<file path="src/rtl/pc_branch_unit_if.sv">
// Next-PC request/response bundle between the sequencer and pc_branch_unit.
// The master drives the operation and the slave returns the PC and status.
interface pc_branch_unit_if #(
    parameter int AW    = 8,
    parameter int DEPTH = 4
);
    localparam int DW = $clog2(DEPTH + 1);

    logic          en;
    logic          f_in;
    logic [2:0]    op;
    logic [AW-1:0] target;
    logic [AW-1:0] pc;
    logic          halted;
    logic          stack_err;
    logic [DW-1:0] depth;

    modport master (output en, f_in, op, target, input  pc, halted, stack_err, depth);
    modport slave  (input  en, f_in, op, target, output pc, halted, stack_err, depth);
endinterface

</file>
<file path="src/rtl/pc_branch_unit.sv">
// Program-counter stage: sequential / jump / flag branch / call / return,
// with a small return-address stack. HALT and stack misuse park it until reset.
module pc_branch_unit #(
    parameter int            AW       = 8,
    parameter int            DEPTH    = 4,
    parameter logic [AW-1:0] RESET_PC = '0
) (
    input logic               clk,
    input logic               rst_n,
    pc_branch_unit_if.slave   bus
);
    localparam int            DW   = $clog2(DEPTH + 1);
    localparam int            AIW  = (DEPTH > 1) ? $clog2(DEPTH) : 1;
    localparam logic [DW-1:0] FULL = DW'(DEPTH);

    localparam logic [2:0] OP_SEQ  = 3'b000;
    localparam logic [2:0] OP_JMP  = 3'b001;
    localparam logic [2:0] OP_BRT  = 3'b010;
    localparam logic [2:0] OP_BRF  = 3'b011;
    localparam logic [2:0] OP_CALL = 3'b100;
    localparam logic [2:0] OP_RET  = 3'b101;
    localparam logic [2:0] OP_HALT = 3'b110;

    typedef enum logic [1:0] {RUN, HALTED, FAULT} state_t;

    state_t        state_q, state_d;
    logic [AW-1:0] pc_q, pc_d;
    logic [DW-1:0] depth_q, depth_d;
    logic [AW-1:0] stack_q [DEPTH];

    logic [AW-1:0]  pc_inc;
    logic [AIW-1:0] push_idx, pop_idx;
    logic           push;

    // Return address wraps the same way as a sequential step.
    assign pc_inc   = pc_q + AW'(1);
    assign push_idx = AIW'(depth_q);
    assign pop_idx  = AIW'(depth_q - DW'(1));

    always_comb begin
        state_d = state_q;
        pc_d    = pc_q;
        depth_d = depth_q;
        push    = 1'b0;
        if (bus.en && state_q == RUN) begin
            unique case (bus.op)
                OP_JMP:  pc_d = bus.target;
                OP_BRT:  pc_d = bus.f_in ? bus.target : pc_inc;
                OP_BRF:  pc_d = bus.f_in ? pc_inc : bus.target;
                OP_CALL: begin
                    if (depth_q == FULL) begin
                        state_d = FAULT;
                    end else begin
                        push    = 1'b1;
                        pc_d    = bus.target;
                        depth_d = depth_q + DW'(1);
                    end
                end
                OP_RET: begin
                    if (depth_q == '0) begin
                        state_d = FAULT;
                    end else begin
                        pc_d    = stack_q[pop_idx];
                        depth_d = depth_q - DW'(1);
                    end
                end
                OP_HALT: state_d = HALTED;
                default: pc_d = pc_inc;  // SEQ and the reserved encoding
            endcase
        end
    end

    always_ff @(posedge clk or negedge rst_n) begin
        if (!rst_n) begin
            state_q <= RUN;
            pc_q    <= RESET_PC;
            depth_q <= '0;
        end else begin
            state_q <= state_d;
            pc_q    <= pc_d;
            depth_q <= depth_d;
        end
    end

    // Stack contents are don't-care after reset, so no reset on the storage.
    always_ff @(posedge clk) begin
        if (push) stack_q[push_idx] <= pc_inc;
    end

    assign bus.pc        = pc_q;
    assign bus.depth     = depth_q;
    assign bus.halted    = (state_q == HALTED);
    assign bus.stack_err = (state_q == FAULT);

    logic unused_op;
    assign unused_op = (bus.op == OP_SEQ);
endmodule

</file>
<file path="src/flat_wrapper.sv">
// flat-port wrapper written by rule: the top's interface ports become plain ports
module pc_branch_unit_flat 
#(
    parameter int            AW       = 8,
    parameter int            DEPTH    = 4,
    parameter logic [AW-1:0] RESET_PC = '0
)
  (clk, rst_n, bus_en, bus_f_in, bus_op, bus_target, bus_pc, bus_halted, bus_stack_err, bus_depth);
  pc_branch_unit_if #(.AW(AW), .DEPTH(DEPTH)) bus_i ();
  input logic clk;
  input logic rst_n;
  input wire logic [$bits(bus_i.en)-1:0] bus_en;
  input wire logic [$bits(bus_i.f_in)-1:0] bus_f_in;
  input wire logic [$bits(bus_i.op)-1:0] bus_op;
  input wire logic [$bits(bus_i.target)-1:0] bus_target;
  output wire logic [$bits(bus_i.pc)-1:0] bus_pc;
  output wire logic [$bits(bus_i.halted)-1:0] bus_halted;
  output wire logic [$bits(bus_i.stack_err)-1:0] bus_stack_err;
  output wire logic [$bits(bus_i.depth)-1:0] bus_depth;
  assign bus_i.en = bus_en;
  assign bus_i.f_in = bus_f_in;
  assign bus_i.op = bus_op;
  assign bus_i.target = bus_target;
  assign bus_pc = bus_i.pc;
  assign bus_halted = bus_i.halted;
  assign bus_stack_err = bus_i.stack_err;
  assign bus_depth = bus_i.depth;
  pc_branch_unit #(.AW(AW), .DEPTH(DEPTH), .RESET_PC(RESET_PC)) u_core (.clk(clk), .rst_n(rst_n), .bus(bus_i));
endmodule
</file>
<file path="config.mk">
export PLATFORM = sky130hd
export DESIGN_NAME = pc_branch_unit_flat
export DESIGN_NICKNAME = d
export VERILOG_FILES = /design/src/rtl/pc_branch_unit_if.sv /design/src/rtl/pc_branch_unit.sv /design/src/flat_wrapper.sv
export SDC_FILE = /design/constraint.sdc
export NUM_CORES = 1
export LEC_CHECK = 0
export ABC_AREA = 1
export CAP_MARGIN = 20
export CORE_ASPECT_RATIO = 0.6
export CORE_MARGIN = 8
export CORE_UTILIZATION = 55
export CTS_CLUSTER_SIZE = 8
export DETAILED_ROUTE_END_ITERATION = 10
export MAX_ROUTING_LAYER = met4
export PLACE_DENSITY = 0.87
export SKIP_LAST_GASP = 1
export SYNTH_ARGS = -nofsm -noshare
export SYNTH_HDL_FRONTEND = slang
export SYNTH_SLANG_ARGS = --single-unit
</file>
<file path="constraint.sdc">
create_clock -name clk -period 2.75 [get_ports clk]
set_input_delay 0.55 -clock clk [delete_from_list [all_inputs] [get_ports clk]]
set_output_delay 0.55 -clock clk [all_outputs]
set_load 0.02 [all_outputs]
</file>
==> summary.txt, run 1 <==
Net Sw Power: 0.314 mW
Yosys warnings: 0
Placed Cells: 387
Die area: 0.00704 mm²
Clk sinks: 45
IO Count: 28
Cell area after synthesis: 0.00250 mm²
Final-report setup violation count: 0
Final nets: 352
Drt drc: 0
GPL Wtd Cong: 0.915
Logic gate share of total power: 6.4%
FP Rows: 19
1st-iter DRT viols: 189
Syn Nets: 317
Die width: 103 µm
CTS tree: done
CTS resizes: 0
Die height: 68.3 µm
Ant diodes: 0
Area leader, netlist: edfxtp_1
PD cells: 451 mW/mm²
Detailed Route WL: 5850 µm
Dpl cell area: 0.00287 mm²
Final cell count without fillers: 395
Worst EP required: 2780 ps
Slew Viols, Final: 0
Clk Latency, worst-skew pair: 320 ps
Area delta synth->final: 19.3%
Clock network power share: 40.2%
Total power: 1.35 mW
Max_cap viols: 0
Worst slew pin tran: 642 ps
Design Area, Final: 0.00299 mm²
# hold bufs at CTS: 0
Initial core utilization: 56.0%
Outcome: completed
Clk slew on worst S/H paths: 90 ps
Fin crit share: 79.8%
Commonest cells after routing, fill and taps aside: 101 x nand2_1, 33 x nand3_1, 32 x edfxtp_1, 30 x nor2_1, 29 x inv_1
Static Leakage: 1.38 nW
WL met1: 2670 µm
Syn Inst Count: 296
Critical setup path kind: input port to flop
Flops & latches, synth: 45
Seq/Total Area, Yosys: 51.4%
Detail Route Antenna Nets: 0
Min cycle time layout: 2190 ps
Final hold violations: 0
Via Count: 2,105
Peak supply drop: 0.271 mV
Fmax: 0.456 GHz
Synth area leaders: edfxtp_1 38%, nand2_1 15%, dfrtp_1 13%
Relative slew slack: 57.1%
DR WL/cell: 14.8 µm
Commonest non-fill, non-tap cell in the layout: nand2_1
Highest Signal Layer: met4
Final TNS setup: 0 ps
Mean post-synth cell area: 8.45 µm²
WP data arrival: 2230 ps
Initial antenna violation count: 0
WL met3: 508 µm
Worst min path class: flop to flop
Critical Path Source Type: input port
Max clock buf depth: 2
RSZ-0062 raised after global routing: false
Vias per Instance: 5.33
Share of cells above drive strength 1: 9.64%
Net Sw Frac: 23.3%
First-pass GRT wire length: 9760 µm
Vias in the first global route: 2,018
CTS Buf Count: 5
Grt total ovfl: 0
Final HPWL from detailed placement: 4340 µm
Cell internal pwr: 1.03 mW
H-tree depth: 2
Critical Path Sink Type: flop
Worst Clk Skew: 6.67 ps
Yosys top cell area share: 38.4%
Netlist cell types: 29
Drt first pass iters: 5
# port buffers: 27
DR WL met2: 2570 µm
Max FO, Critical Path: 8
Root Driver: clkbuf_8
Post-CTS repair timing setup buffer count: 0
# fillers: 362
Largest net degree at the start of global routing: 21
Final core utilization: 66.8%
GRT Overall Usage: 19.0%
Total core area: 0.00447 mm²
Seq pwr share: 53.4%
-- power groups by stage --
stage               Combinational [mW]  Sequential (mW)  Clock, mW
detailed placement              0.0842            0.733          0
global placement                0.0822            0.733          0
CTS                             0.0857            0.718      0.542
floorplan                       0.0461            0.733          0
global route                    0.0950            0.718      0.568
finish                          0.0866            0.718      0.541
-- layout make-up --
cell class | count | area [µm²] | share of cell area, %
clock buffers | 5 | 68.8 | 2.31
well taps | 63 | 78.8 | 2.64
flip-flops and latches | 45 | 1290 | 43.1
multi-input cells | 214 | 1070 | 35.7
repair buffers | 33 | 315 | 10.6
clock inverters | 3 | 50.0 | 1.68
inverters | 32 | 120 | 4.02
-- worst paths after layout --
kind / start / end / slack (ps) / cells past startpoint
worst max-delay path: bus_op[0] / u_core.stack_q[3][3] / 560 / 8
worst min-delay path: u_core.state_q[0] / u_core.state_q[0] / 510 / 2
worst max register to register: u_core.bus.depth[0] / u_core.bus.pc[6] / 670 / 9
worst min register to register: u_core.state_q[0] / u_core.state_q[0] / 510 / 2
max in group asynchronous: rst_n / u_core.bus.depth[0] / 1720 / 1
min in group asynchronous: rst_n / u_core.state_q[1] / 620 / 1
-- cells by family (layout without fill, tap and decap cells) --
| kind of cell | after synthesis | count (layout) | synth area share (%) |
|---|---|---|---|
| adder cells (fa/ha/maj) | 6 | 6 | 3.00 |
| AO/OA/AOI/OAI | 22 | 22 | 4.80 |
| AND/OR/NAND/NOR | 183 | 183 | 33.8 |
| flip-flops | 45 | 45 | 51.4 |
| XOR/XNOR | 3 | 3 | 1.05 |
| buffers and inverters | 37 | 73 | 6.00 |
-- metal layers --
metal,vias up,global-route usage (%)
met5,-,-
met4,0,6.98
met3,14,6.50
met2,97,27.6
met1,959,24.1
li1,1035,-
-- cells in the mapped netlist (all sizes together) --
master	n
a21oi	5
buf	4
clkbuf	1
dfrtp	13
edfxtp	32
ha	6
inv	32
nand2	106
nand3	35
nand3b	4
nand4	3
nor2	34
o2111ai	1
o21ai	15
o21bai	1
or2	1
xnor2	1
xor2	2
-- through the flow --
step	hold WS (ps)	worst slack [ps]
3_3_place_gp	482	339
4_1_cts	514	572
6_report	509	556
5_1_grt	542	403
3_5_place_dp	494	253
2_1_floorplan	254	353
-- critical path, stage by stage --
cell and delay, ps:
clkdlybuf4s50_1 530, inv_2 150, nand2_1 60, nor2_1 150
o21ai_0 140, or2_2 340, nor2_1 130, buf_4 190
-- sequential cells by signal (all words and copies together) (netlist names) --
register          count
u_core.state_q        2
u_core.bus.pc         8
u_core.stack_q       32
u_core.bus.depth      3
Note: power is estimated with default switching activity, not from simulation.
==> run 2, diff against run 1 <==
Clock period 2.75 ns to 2.3 ns, I/O delays scaled along.
==> summary.txt, run 2 (same netlist as run 1, synthesis figures left out) <==
Peak supply drop: 0.447 mV
Total core area: 0.00447 mm²
Clk Latency, worst-skew pair: 320 ps
FP Rows: 19
Relative slew slack: 57.8%
Fmax: 0.496 GHz
Share of cells above drive strength 1: 10.7%
R2r startpoint: u_core.bus.depth[1]
Min cycle time layout: 2020 ps
Max_cap viols: 0
Vias in the first global route: 1,912
Largest register by flop count: u_core.stack_q
Die width: 103 µm
Root Driver: clkbuf_8
Critical setup path kind: flop to output port
CTS Buf Count: 5
Hold_sp: u_core.state_q[0]
Initial antenna violation count: 0
Slew Viols, Final: 0
Area delta synth->final: 20.5%
Initial core utilization: 56.0%
# port buffers: 27
Clk sinks: 45
Grt total ovfl: 0
Worst EP required: 1840 ps
First-pass GRT wire length: 9380 µm
Drt drc: 0
Worst min path class: flop to flop
Drt first pass iters: 5
GPL Wtd Cong: 0.905
RSZ-0062 raised after global routing: false
Max FO, Critical Path: 19
Critical Path Start: u_core.bus.depth[0]
Final nets: 356
Clk slew on worst S/H paths: 90 ps
Placed Cells: 391
WP data arrival: 1560 ps
Final cell count without fillers: 399
GRT Overall Usage: 18.4%
Final-report setup violation count: 0
Static Leakage: 1.40 nW
Worst slew pin tran: 631 ps
IO Count: 28
1st-iter DRT viols: 155
Die area: 0.00704 mm²
Ant diodes: 0
Commonest non-fill, non-tap cell in the layout: nand2_1
CTS resizes: 0
Max clock buf depth: 2
DR WL/cell: 14.5 µm
Critical Path Source Type: flop
PD cells: 533 mW/mm²
Outcome: completed
Dpl cell area: 0.00290 mm²
Commonest cells after routing, fill and taps aside: 101 x nand2_1, 33 x nand3_1, 32 x edfxtp_1, 30 x nor2_1, 29 x inv_1
CTS tree: done
Fin crit share: 87.7%
Critical Path Sink Type: output port
Die height: 68.3 µm
Detail Route Antenna Nets: 0
# hold bufs at CTS: 0
Final HPWL from detailed placement: 4370 µm
Via Count: 2,140
# fillers: 366
Worst Clk Skew: 7.99 ps
Vias per Instance: 5.36
H-tree depth: 2
Max reg flops: 32
Largest net degree at the start of global routing: 20
Detailed Route WL: 5770 µm
Design Area, Final: 0.00302 mm²
Post-CTS repair timing setup buffer count: 0
Final hold violations: 0
==> run 2: per-layer routing <==
metal  global-route usage (%)  vias to the layer above  wire length [µm]
li1                         -                     1038                 -
met1                     24.3                      995              2740
met2                     27.0                       97              2540
met3                     4.37                       10               415
met4                     6.80                        0                75
met5                        -                        -                 0
==> run 2: final timing paths <==
kind	slack (ps)	depth (start not counted)	end
worst max-delay path	280	2	bus_depth[0]
worst min-delay path	510	2	u_core.state_q[0]
worst max register to register	350	8	u_core.bus.pc[3]
worst min register to register	510	2	u_core.state_q[0]
max in group asynchronous	1370	1	u_core.bus.depth[0]
min in group asynchronous	530	1	u_core.bus.pc[0]
==> run 2: critical path, stage by stage, from the launching register on <==
cell             delay (ps)
dfrtp_1                 370
buf_4                   240
clkdlybuf4s50_1         640
==> run 2: final cells by class <==
cell class	count	area (µm²)	share of cell area [%]
clock buffer	5	68.8	2.28
clock inverter	3	50.0	1.66
inverter	32	120	3.98
multi-input combinational	214	1070	35.4
sequential	45	1290	42.7
tap	63	78.8	2.61
timing repair buffer	37	345	11.5
==> run 2: report_power, final <==
part,switching (mW),internal (mW)
combinational,0.0588,0.0454
clock,0.312,0.333
sequential,0,0.859
total,0.371,1.24
==> run 2: metrics by stage <==
step / hold WS, ps / worst slack [ps] / setup TNS [ps] / utilization (%) / power, mW
6_report: 510 / 283 / 0 / 67.5 / 1.61
3_5_place_dp: 487 / 91.1 / 0 / 64.8 / 0.980
3_3_place_gp: 482 / 135 / 0 / 64.8 / 0.978
5_1_grt: 542 / 187 / 0 / 67.5 / 1.65
2_1_floorplan: 164 / -97.2 / -3110 / - / 0.932
4_1_cts: 510 / 278 / 0 / 67.5 / 1.61
==> run 3, diff against run 2 <==
--- a/config.mk
+++ b/config.mk
@@ -14,5 +14,5 @@
 export DETAILED_ROUTE_END_ITERATION = 10
-export MAX_ROUTING_LAYER = met4
 export PLACE_DENSITY = 0.87
 export SKIP_LAST_GASP = 1
+export SLEW_MARGIN = 0
 export SYNTH_ARGS = -nofsm -noshare
==> constraint.sdc (replaced) <==
create_clock -name clk -period 2.3 [get_ports clk]
set_input_delay 0.23 -clock clk [delete_from_list [all_inputs] [get_ports clk]]
set_output_delay 0.23 -clock clk [all_outputs]
set_load 0.02 [all_outputs]
==> summary.txt, run 3 (same netlist as run 1, synthesis figures left out) <==
PD cells: 489 mW/mm²
Clk Latency, worst-skew pair: 300 ps
IO Count: 28
Ant diodes: 0
Critical setup path kind: flop to flop
Net Sw Power: 0.337 mW
Static Leakage: 1.37 nW
Clock network power share: 33.8%
# port buffers: 27
# hold bufs at CTS: 0
Final HPWL from detailed placement: 4320 µm
Die width: 103 µm
Min cycle time layout: 1960 ps
Fmax: 0.510 GHz
Drt drc: 0
Max FO, Critical Path: 12
WP buf/inv: 2
Clk sinks: 45
Crit path capture: u_core.bus.pc[3]
Max incr delay on CP: 470 ps
RSZ-0062 raised after global routing: false
Final nets: 354
Vias in the first global route: 1,961
Placed Cells: 389
Largest register by flop count: u_core.stack_q
Critical path depth in cells: 8
Reg2reg setup slack: 340 ps
Max reg flops: 32
Initial core utilization: 56.0%
CTS tree: done
Die height: 68.3 µm
Detail Route Antenna Nets: 0
Initial antenna violation count: 0
Seq pwr share: 59.1%
WP data arrival: 2150 ps
DR WL/cell: 14.5 µm
Most used cell, CP: nand3_1
Vias per Instance: 5.37
Slew Viols, Final: 0
Critical Path Sink Type: flop
Drt first pass iters: 5
Commonest non-fill, non-tap cell in the layout: nand2_1
Commonest cells after routing, fill and taps aside: 101 x nand2_1, 33 x nand3_1, 32 x edfxtp_1, 30 x nor2_1, 29 x inv_1
CTS Buf Count: 5
Grt total ovfl: 0
CTS resizes: 0
Via Count: 2,130
Total core area: 0.00447 mm²
Worst min path class: input port to async pin
Peak supply drop: 0.340 mV
Share of cells above drive strength 1: 9.88%
Largest net degree at the start of global routing: 20
Relative slew slack: 54.3%
R2r startpoint: u_core.bus.depth[1]
FP Rows: 19
CP top delay family: adder cells
Max clock buf depth: 2
Worst slew pin tran: 683 ps
Worst EP required: 2480 ps
GPL Wtd Cong: 0.911
Detailed Route WL: 5740 µm
GRT Overall Usage: 17.8%
Final hold violations: 0
Worst path cell trace: inv_1 > ha_1 > inv_1 > nand3_1 > nand3_1 > nand3_1 > o21ai_0 > nand2_1
H-tree depth: 2
1st-iter DRT viols: 170
Max_cap viols: 0
Post-CTS repair timing setup buffer count: 0
Reg2Reg Depth: 8
Critical Path Source Type: flop
Final-report setup violation count: 0
Fin crit share: 85.3%
Area delta synth->final: 18.7%
Critical Path Start: u_core.bus.depth[1]
Final cell count without fillers: 397
Outcome: completed
Reg-to-Reg End: u_core.bus.pc[3]
Root Driver: clkbuf_8
First-pass GRT wire length: 9430 µm
Cell internal pwr: 1.12 mW
Net Sw Frac: 23.2%
Clk slew on worst S/H paths: 90 ps
Die area: 0.00704 mm²
Total power: 1.45 mW
Worst path slowest cell: ha_1
Worst Clk Skew: 4.89 ps
Logic gate share of total power: 7.1%
# fillers: 378
run 3: cell types whose count changed in the layout (fill, tap and decap cells not counted):
cell	previous run	this run
inv_6	0	1
buf_4	10	8
clkinv_4	1	0
clkinv_1	0	1
inv_8	1	0
bufinv_16	1	0
clkinvlp_4	0	1
run 3: per-layer routing:
metal | track usage [%] | vias up | wire length, µm
li1 | - | 1034 | -
met1 | 24.5 | 961 | 2590
met2 | 27.5 | 122 | 2520
met3 | 3.86 | 13 | 550
met4 | 5.72 | 0 | 78
met5 | 0 | - | 0
run 3: power groups by stage:
| stage | sequential (mW) | clock [mW] | combinational (mW) |
|---|---|---|---|
| 2_1_floorplan | 0.877 | 0 | 0.0551 |
| 3_3_place_gp | 0.877 | 0 | 0.0998 |
| 3_5_place_dp | 0.877 | 0 | 0.101 |
| 4_1_cts | 0.859 | 0.500 | 0.102 |
| 5_1_grt | 0.859 | 0.534 | 0.114 |
| 6_report | 0.859 | 0.491 | 0.103 |
run 3: stage by stage:
step / hold slack (ps) / area (µm²) / worst slack (ps) / setup TNS, ps / util (%)
5_1_grt: 390 / 2970 / 220 / 0 / 66.5
3_5_place_dp: 498 / 2880 / 253 / 0 / 64.5
3_3_place_gp: 479 / 2880 / 317 / 0 / 64.5
2_1_floorplan: -65.6 / 2500 / -97.2 / -3110 / -
6_report: 337 / 2970 / 337 / 0 / 66.5
4_1_cts: 342 / 2970 / 346 / 0 / 66.5
run 3: layout make-up:
class	instances	area, µm²	area share (%)
inverters	32	120	4.04
repair buffers	35	330	11.1
flip-flops and latches	45	1290	43.3
clock inverters	3	20.0	0.674
multi-input cells	214	1070	35.9
clock buffers	5	68.8	2.32
well taps	63	78.8	2.65
run 3: worst min-delay path by stage:
stage | from | to | slack, ps | depth (start not counted)
3_5_place_dp | u_core.state_q[0] | u_core.state_q[0] | 500 | 2
5_1_grt | rst_n | u_core.bus.depth[0] | 390 | 1
4_1_cts | rst_n | u_core.bus.pc[7] | 340 | 1
6_report | rst_n | u_core.bus.depth[0] | 340 | 1
2_1_floorplan | rst_n | u_core.bus.depth[0] | -70 | 0
3_3_place_gp | u_core.state_q[0] | u_core.state_q[0] | 480 | 2
run 3: worst reg2reg max path, delay by kind of cell (launching register included):
family	cells	cell delay (ps)
AOI/OAI and AO/OA	1	200
adders and majority gates	1	470
buffers and inverters	2	370
DFF	1	440
and+or+nand+nor	4	360
